**src/rtl/fastreadout_pkg.sv**
```systemverilog
// fastreadout_pkg: shared constants and types for the
// measurement readout path.
package fastreadout_pkg;

  localparam logic [7:0] SYNC_BYTE_DEF = 8'hA5;

  typedef enum logic [2:0] {
    ST_IDLE,
    ST_SYNC,
    ST_SEQ,
    ST_PAYLOAD,
    ST_CSUM
  } state_t;

  function automatic int frame_len(input int width);
    return 3 + 3 * (width / 8);
  endfunction

endpackage

```
**src/rtl/meas_snapshot_buf.sv**
```systemverilog
// meas_snapshot_buf: frame snapshot, one-deep pending
// buffer and saturating overrun counter.
module meas_snapshot_buf
  import fastreadout_pkg::*;
#(
  parameter int WIDTH = 32
) (
  input  logic               clk,
  input  logic               rst,
  input  logic               meas_valid,
  input  logic               idle,
  input  logic               frame_end,
  input  logic [WIDTH-1:0]   period,
  input  logic [WIDTH-1:0]   time_high,
  input  logic [WIDTH-1:0]   time_low,
  output logic [3*WIDTH-1:0] snap,
  output logic               pend_full,
  output logic [7:0]         drop_count
);

  logic [3*WIDTH-1:0] pend;
  logic [3*WIDTH-1:0] meas;
  logic cap_direct;
  logic promote;
  logic to_pend;
  logic drop;

  assign meas = {period, time_high, time_low};

  // A strobe at frame end with pending full keeps
  // pending occupied without counting a drop.
  assign cap_direct = meas_valid &
    (idle | (frame_end & ~pend_full));
  assign promote = frame_end & pend_full;
  assign to_pend = meas_valid & ~cap_direct;
  assign drop    = to_pend & pend_full & ~promote;

  always_ff @(posedge clk) begin
    if (rst) begin
      snap       <= '0;
      pend       <= '0;
      pend_full  <= 1'b0;
      drop_count <= '0;
    end else begin
      if (cap_direct)
        snap <= meas;
      else if (promote)
        snap <= pend;
      if (to_pend)
        pend <= meas;
      if (promote)
        pend_full <= to_pend;
      else if (to_pend)
        pend_full <= 1'b1;
      if (drop && drop_count != 8'hFF)
        drop_count <= drop_count + 8'd1;
    end
  end

endmodule

```
**src/rtl/meas_frame_serializer.sv**
```systemverilog
// meas_frame_serializer: frames measurement snapshots
// and streams them bytewise over valid/ready.
module meas_frame_serializer
  import fastreadout_pkg::*;
#(
  parameter int         WIDTH     = 32,
  parameter logic [7:0] SYNC_BYTE = SYNC_BYTE_DEF
) (
  input  logic             CLK,
  input  logic             RST,
  input  logic             MEAS_VALID,
  input  logic [WIDTH-1:0] PERIOD,
  input  logic [WIDTH-1:0] TIME_HIGH,
  input  logic [WIDTH-1:0] TIME_LOW,
  output logic [7:0]       OUT_DATA,
  output logic             OUT_VALID,
  input  logic             OUT_READY,
  output logic             BUSY,
  output logic [7:0]       DROP_COUNT
);

  localparam int FLEN = frame_len(WIDTH);
  localparam int NPAY = FLEN - 3;
  localparam int IW   = $clog2(NPAY);
  localparam logic [IW-1:0] LAST = IW'(NPAY - 1);

  state_t state, state_n;
  logic [IW-1:0] idx, idx_n, sel;
  logic [7:0] seq, frame_seq;
  logic [7:0] csum, csum_n;
  logic [7:0] data_n, pay_byte;
  logic [3*WIDTH-1:0] snap;
  logic hs, idle, frame_end;
  logic pend_full, start;

  assign hs        = OUT_VALID & OUT_READY;
  assign idle      = (state == ST_IDLE);
  assign frame_end = (state == ST_CSUM) & hs;
  assign start     = (idle & MEAS_VALID) |
    (frame_end & (pend_full | MEAS_VALID));

  meas_snapshot_buf #(.WIDTH(WIDTH)) u_buf (
    .clk        (CLK),
    .rst        (RST),
    .meas_valid (MEAS_VALID),
    .idle       (idle),
    .frame_end  (frame_end),
    .period     (PERIOD),
    .time_high  (TIME_HIGH),
    .time_low   (TIME_LOW),
    .snap       (snap),
    .pend_full  (pend_full),
    .drop_count (DROP_COUNT)
  );

  // Byte to present after the current handshake.
  assign sel = (state == ST_SEQ) ? '0 : idx + IW'(1);

  always_comb begin
    pay_byte = '0;
    for (int i = 0; i < NPAY; i++)
      if (sel == IW'(i))
        pay_byte = snap[(NPAY-1-i)*8 +: 8];
  end

  always_comb begin
    state_n = state;
    idx_n   = idx;
    data_n  = OUT_DATA;
    csum_n  = csum;
    unique case (state)
      ST_IDLE: begin
        if (MEAS_VALID) begin
          state_n = ST_SYNC;
          data_n  = SYNC_BYTE;
        end
      end
      ST_SYNC: begin
        if (hs) begin
          state_n = ST_SEQ;
          data_n  = frame_seq;
        end
      end
      ST_SEQ: begin
        if (hs) begin
          state_n = ST_PAYLOAD;
          idx_n   = '0;
          data_n  = pay_byte;
          csum_n  = OUT_DATA;
        end
      end
      ST_PAYLOAD: begin
        if (hs) begin
          csum_n = csum ^ OUT_DATA;
          if (idx == LAST) begin
            state_n = ST_CSUM;
            data_n  = csum ^ OUT_DATA;
          end else begin
            idx_n  = sel;
            data_n = pay_byte;
          end
        end
      end
      ST_CSUM: begin
        if (hs) begin
          if (pend_full | MEAS_VALID) begin
            state_n = ST_SYNC;
            data_n  = SYNC_BYTE;
          end else begin
            state_n = ST_IDLE;
          end
        end
      end
      default: state_n = ST_IDLE;
    endcase
  end

  always_ff @(posedge CLK) begin
    if (RST) begin
      state     <= ST_IDLE;
      idx       <= '0;
      OUT_DATA  <= '0;
      OUT_VALID <= 1'b0;
      BUSY      <= 1'b0;
      seq       <= '0;
      frame_seq <= '0;
      csum      <= '0;
    end else begin
      state     <= state_n;
      idx       <= idx_n;
      OUT_DATA  <= data_n;
      OUT_VALID <= (state_n != ST_IDLE);
      BUSY      <= (state_n != ST_IDLE);
      csum      <= csum_n;
      if (start) begin
        frame_seq <= seq;
        seq       <= seq + 8'd1;
      end
    end
  end

endmodule

```
**config.mk**
```make
export PLATFORM = sky130hd
export DESIGN_NAME = meas_frame_serializer
export DESIGN_NICKNAME = d
export VERILOG_FILES = /design/src/rtl/fastreadout_pkg.sv /design/src/rtl/meas_snapshot_buf.sv /design/src/rtl/meas_frame_serializer.sv
export SDC_FILE = /design/constraint.sdc
export NUM_CORES = 1
export LEC_CHECK = 0
export CAP_MARGIN = 10
export CORE_UTILIZATION = 30
export CTS_CLUSTER_SIZE = 30
export DETAILED_ROUTE_END_ITERATION = 12
export PLACE_DENSITY = 0.46
export SLEW_MARGIN = 0
export SYNTH_ARGS = -nofsm -noshare
export SYNTH_HDL_FRONTEND = slang
export SYNTH_SLANG_ARGS = --single-unit
```
**constraint.sdc**
```tcl
create_clock -name CLK -period 5.7 [get_ports CLK]
set_clock_uncertainty 0.1 [all_clocks]
set_input_delay 1.14 -clock CLK [delete_from_list [all_inputs] [get_ports CLK]]
set_output_delay 1.14 -clock CLK [all_outputs]
set_load 0.005 [all_outputs]
```
==> reports/qor.yml <==
status: "completed"
num_io_pins: 118
synth_area_mm2: 0.0111
post-dp-hpwl_mm: 22.3
fin_tns_setup_ps: 0
async_reset_ff_share_pct: 0
synth_cell_type_count: 66
period_minus_slack_ps: 3180
cp-end-kind: "flip-flop"
cap_violations: 0
gp_congestion: 0.873
vdd_drop_max_uv: 223
start_util_pct: 30.4
drive_above_1_share_pct: 4.99
final_common_cell: "nand2_1"
grt_max_degree: 117
synth-main-ff-cell: "dfxtp_1"
antenna_cells: 0
core_area_mm2: 0.0365
cts_tree: "done"
die_height_um: 194
syn2layout_area_growth_pct: 21.3
synth-seq-cells: 241
multi_input_area_mm2: 0.00579
antenna_found_initial: 1
rsz0062_at_grt: "false"
path_clk_slew_ps: 60
clock-root-buffer: "clkbuf_16"
worstSetupPathType: "input pin to flip-flop"
track_usage_pct: 17.3
setup_viol: 0
power.density_mw_per_mm2: 312
cts_hold_buf: 0
dr.pass1.iters: 5
synth_fp_nets: 1475
power_leakage_nw: 4.65
synth_edf_count: 0
drv_slew: 0
cp_max_fo: 53
cts_setup_buffers: 0
drt-wirelength-per-cell_um: 17.4
rows: 70
fill_cells: 3807
vias: 9671
post-route-util_pct: 36.9
critPathLaunchType: "input pin"
die_w_um: 194
power_mw: 4.20
cts_buffers: 29
hold_violations: 0
yosysWarnings: 0
layout_common_cells: "nand2_1 (257), dfxtp_1 (241), nor2_1 (163)"
required_ps: 5980
clk_path_buf_depth: 3
worst_slew_pin_slew_ps: 1110
die_area_mm2: 0.0378
ys_seq_area_share_pct: 43.4
drc: 0
routed_via_density: 5.06
ant_nets: 0
grt_pass1_wl_mm: 52.2
synth.avg_cell_area_um2: 8.09
io_buffer_count: 117
fmax_mhz: 315
h-tree-depth: 1
grt_pass1_vias: 9029
slew_headroom_pct: 25.9
period_share_pct: 55.7
drt_wl_total_mm: 33.2
grt_overflow: 0
ctsResizeCount: 0
cts.sinks: 241
seq_area_mm2: 0.00482
insertion_delay_ps: 540
dr.first_iter.drc_count: 509
layout.nets: 1526
worst_ep_arrival_time_ps: 3450
syn_inst: 1372
hold_path_class: "flip-flop to flip-flop"
==> state kept, by name, summed over array words and instances, names as in the netlist, 4 cells and up <==
register          cells
OUT_DATA              8
csum                  8
u_buf.pend           96
u_buf.snap           96
idx                   4
seq                   8
frame_seq             8
u_buf.drop_count      8
==> per-layer routing <==
| metal | part of all wire (%) | global-route usage [%] |
|---|---|---|
| met5 | 0.039 | 0 |
| met2 | 49 | 29.4 |
| met3 | 3.9 | 2.26 |
| met1 | 46 | 23.3 |
| met4 | 1.5 | 3.47 |
==> path summary, 6_finish.rpt <==
path	endpoint	cells after the start	slack, ps	from
hold reg to reg	u_buf.pend[86]	2	350	u_buf.pend[86]
setup reg to reg	OUT_DATA[5]	8	2560	idx[1]
setup / recovery	u_buf.snap[88]	8	2520	OUT_READY
hold / removal	u_buf.pend[86]	2	350	u_buf.pend[86]
==> through the flow <==
stage / instance area [µm²] / hold slack [ps] / instances / setup WS [ps]
2_1_floorplan: 11100 / 336 / 1372 / 3140
3_3_place_gp: 12600 / 341 / 1860 / 2010
3_5_place_dp: 12600 / 346 / 1860 / 1970
4_1_cts: 13500 / 353 / 1910 / 2530
5_1_grt: 13500 / 364 / 1910 / 2340
6_report: 13500 / 352 / 1910 / 2520
==> critical path, cell delays in order <==
cell and delay, ps:
clkdlybuf4s50_1 530, nand3b_1 140, nand2_1 100, nand2_1 150, nor2_4 500, buf_12 390, mux2i_1 340, a211oi_1 120
==> cells by family after synthesis <==
group	Yosys count	synth area share, %
AND/OR/NAND/NOR	501	18.7
flip-flops	241	43.4
multiplexers	108	9.75
adder cells (fa/ha/maj)	3	0.338
XOR/XNOR	21	1.66
AO/OA/AOI/OAI	376	21.4
buffers and inverters	122	4.69
==> final cells by class <==
cell class | count | share of cell area [%]
tap | 468 | 4.34
timing repair buffer | 128 | 9.78
inverter | 14 | 0.390
multi-input combinational | 1009 | 43.0
sequential | 241 | 35.8
clock inverter | 9 | 0.706
clock buffer | 41 | 6.02
==> cell usage after synthesis (11+ instances only) <==
cell | instances | area (µm²)
mux2i_1 | 107 | 1070
a21oi_1 | 148 | 741
a211oi_1 | 99 | 743
buf_2 | 29 | 145
nand3_1 | 21 | 105
inv_1 | 13 | 48.8
nor2_1 | 165 | 619
nand2_1 | 258 | 968
clkbuf_1 | 65 | 244
o21ai_0 | 45 | 225
xnor2_1 | 11 | 96.3
a22oi_1 | 17 | 128
nor3_1 | 12 | 60.1
dfxtp_1 | 241 | 4820
==> report_power, final <==
part	internal, mW	switching, mW	leakage [nW]
combinational	0.237	0.309	2.23
sequential	1.80	0.0784	1.97
clock	1.07	0.711	0.451
(Power assumes the default switching activity.)
==> patch (same settings) <==
`WIDTH` is set to 32 in 2 places; all go to 16.
--- a/src/rtl/meas_snapshot_buf.sv
+++ b/src/rtl/meas_snapshot_buf.sv
@@ -3,7 +3,7 @@
 module meas_snapshot_buf
   import fastreadout_pkg::*;
 #(
-  parameter int WIDTH = 32
+  parameter int WIDTH = 16
 ) (
   input  logic               clk,
   input  logic               rst,
--- a/src/rtl/meas_frame_serializer.sv
+++ b/src/rtl/meas_frame_serializer.sv
@@ -3,7 +3,7 @@
 module meas_frame_serializer
   import fastreadout_pkg::*;
 #(
-  parameter int         WIDTH     = 32,
+  parameter int         WIDTH     = 16,
   parameter logic [7:0] SYNC_BYTE = SYNC_BYTE_DEF
 ) (
   input  logic             CLK,
Interface: changed (resized PERIOD, TIME_HIGH and TIME_LOW); port bits go from 118 to 70. The function was not compared with the original's and may differ.
==> patch against the original RTL <==
- the run now ends with design-rule violations left
- wire length decreased by 43%
- first-iteration DRC count decreased by 11%
- final area decreased by 39%
- sequential share of layout area decreased by 0.77 points
- synthesized area decreased by 39%
- setup slack improved by 0.12 ns
- sequential cell count decreased by 97
- total power decreased by 37%
- largest cell class unchanged
==> patch: results (changes against the original RTL) <==
Power
  – Peak supply drop: 0.179 mV (-20%)
  – Int Power: 2010 uW (-35%)
  – Clock Power Share: 47.4% (+5.0 points)
  – LEAKAGE: 0.00293 uW (-37%)
  – Power per cell area: 322 mW/mm^2 (+3.3%)
  – Comb. pwr: 286 uW (-48%)

Critical path
  – Reg2Reg Depth: 7 (-1)
  – Max FO, Critical Path: 32 (-40%)
  – CP max stage cell: and2_2
  – Critical Path AT: 3.32 ns (-0.13 ns)
  – Reg-to-reg slack, setup: 2.67 ns (+0.11 ns)
  – RR Endpoint: OUT_DATA[0]$_SDFFE_PP0P_

Global routing
  – Pin count of the biggest net entering global routing: 112 (-4.3%)
  – Met3 usage in global routing: 3.96% (+1.7 points)
  – GRT Overall Usage: 16.7% (-0.55 points)
  – M1 GR Usage: 23.2% (about the same)
  – Number of antenna violations at the first check in global routing: 0 (-1)
  – Vias in the first global route: 5488 (-39%)
  – First-pass GRT wire length: 30400 um (-42%)

Layout
  – FILL cells: 2245 (-41%)
  – Number of non-clock buffers: 77 (-40%)
  – Multi-Input Combinational: 606 (-40%)
  – Seq/total area: 35.0% (-0.77 points)
  – Clock network area share: 7.94% (+1.2 points)
  – Clock buf count: 18 (-56%)
  – Non-CTS inverters: 15 (+1)
  – Seq cells: 144 (-40%)
  – Share of layout cells above drive strength 1: 5.63% (+0.63 points)
  – Nets: 917 (-40%)
  – Multi-input combinational area share: 42.9% (-0.082 points)

Routing
  – Final wirelength: 18900 um (-43%)
  – Vias: 5897 (-39%)
  – Vias per inst: 5.12 (+1.2%)
  – DR iter-0 viols: 452 (-11%)
  – DRC: 10 (+10)
  – Pre-Repair DR Iteration Count: 8 (+3)

Placement
  – Dpl ws: 2.20 ns (+0.235 ns)
  – Placement-stage cell area: 0.00758 sq mm (-40%)
  – Placed cells: 1122 (-40%)
  – Placer Congestion: 0.804 (-8.0%)
  – Input/output buffers: 69 (-41%)
  – Detailed Place HPWL: 12400 um (-45%)

Synthesis
  – Most frequent cells after synthesis: 144 x dfxtp_1, 143 x nand2_1, 130 x a21oi_1
  – Cells after Synth: 829 (-40%)
  – Synth area leaders: dfxtp_1 43%, a21oi_1 9.6%, mux2i_1 8.6%
  – Unique cell type count in the Yosys netlist: 62 (-6.1%)
  – Register area share after synthesis: 42.7% (-0.76 points)
  – Synth async-reset ratio: 0% (unchanged)

Clocking
  – Clock root buffer: clkbuf_16
  – CTS max path bufs: 2 (-1)
  – Max H-tree Level: 4 (+3)
  – CTS buffer count: 17 (-41%)
  – Clock Latency Late Sink: 0.43 ns (-0.11 ns)

Run status
  – Failing checks: design-rule violations
  – Status: finished with violations

Min path
  – Min-delay worst type: flip-flop to flip-flop
  – WHS Endpoint: u_buf.pend[13]$_SDFFE_PP0P_
  – Min-delay src: u_buf.pend[13]$_SDFFE_PP0P_

Floorplanning
  – Core Area: 0.0220 sq mm (-40%)

Timing
  – Worst-Margin Slew: 0.922 ns (-0.190 ns)
-- patch: cell count changes in the layout (fill, tap and decap cells not counted), moves of 11 or more --
cell,change
a21oi_1,-18
a211oi_1,-94
o21ai_0,+40
dfxtp_1,-97
nor2_1,-122
clkbuf_16,-12
nand3_1,-11
mux2i_1,-49
nand2_1,-114
clkdlybuf4s50_1,-48
-- patch: worst max path at each step --
stage	depth (start not counted)	slack, ns	startpoint	endpoint
after floorplan	8	3.23	OUT_READY	u_buf.pend[29]$_SDFFE_PP0P_
after global placement	7	2.23	OUT_READY	u_buf.pend[32]$_SDFFE_PP0P_
after detailed placement	7	2.20	OUT_READY	u_buf.pend[32]$_SDFFE_PP0P_
after CTS	7	2.65	OUT_READY	u_buf.snap[47]$_SDFFE_PP0P_
after global routing	6	2.38	idx[1]$_SDFFE_PP0P_	OUT_DATA[1]$_SDFFE_PP0P_
final	7	2.64	OUT_READY	u_buf.pend[32]$_SDFFE_PP0P_
-- patch: logic make-up after synthesis --
kind of cell             after synthesis  synth area share (%)
AO/OA/AOI/OAI                        276                  23.4
multiplexers                          61                  9.10
XOR/XNOR                              18                  2.45
buffers and inverters                 79                  5.30
flip-flops                           144                  42.7
AND/OR/NAND/NOR                      247                  16.3
adder cells (fa/ha/maj)                4                 0.741
-- patch: through the flow --
step / hold slack (ns) / util (%)
4_1_cts: 0.354 / 37.5
6_report: 0.353 / 37.5
5_1_grt: 0.368 / 37.5
2_1_floorplan: 0.336 / -
3_3_place_gp: 0.341 / 34.5
3_5_place_dp: 0.346 / 34.5
-- patch: routing by layer --
metal,vias up,part of all wire [%]
met5,-,0
li1,2984,-
met2,139,44
met1,2759,51
met3,15,4.1
met4,0,0.94
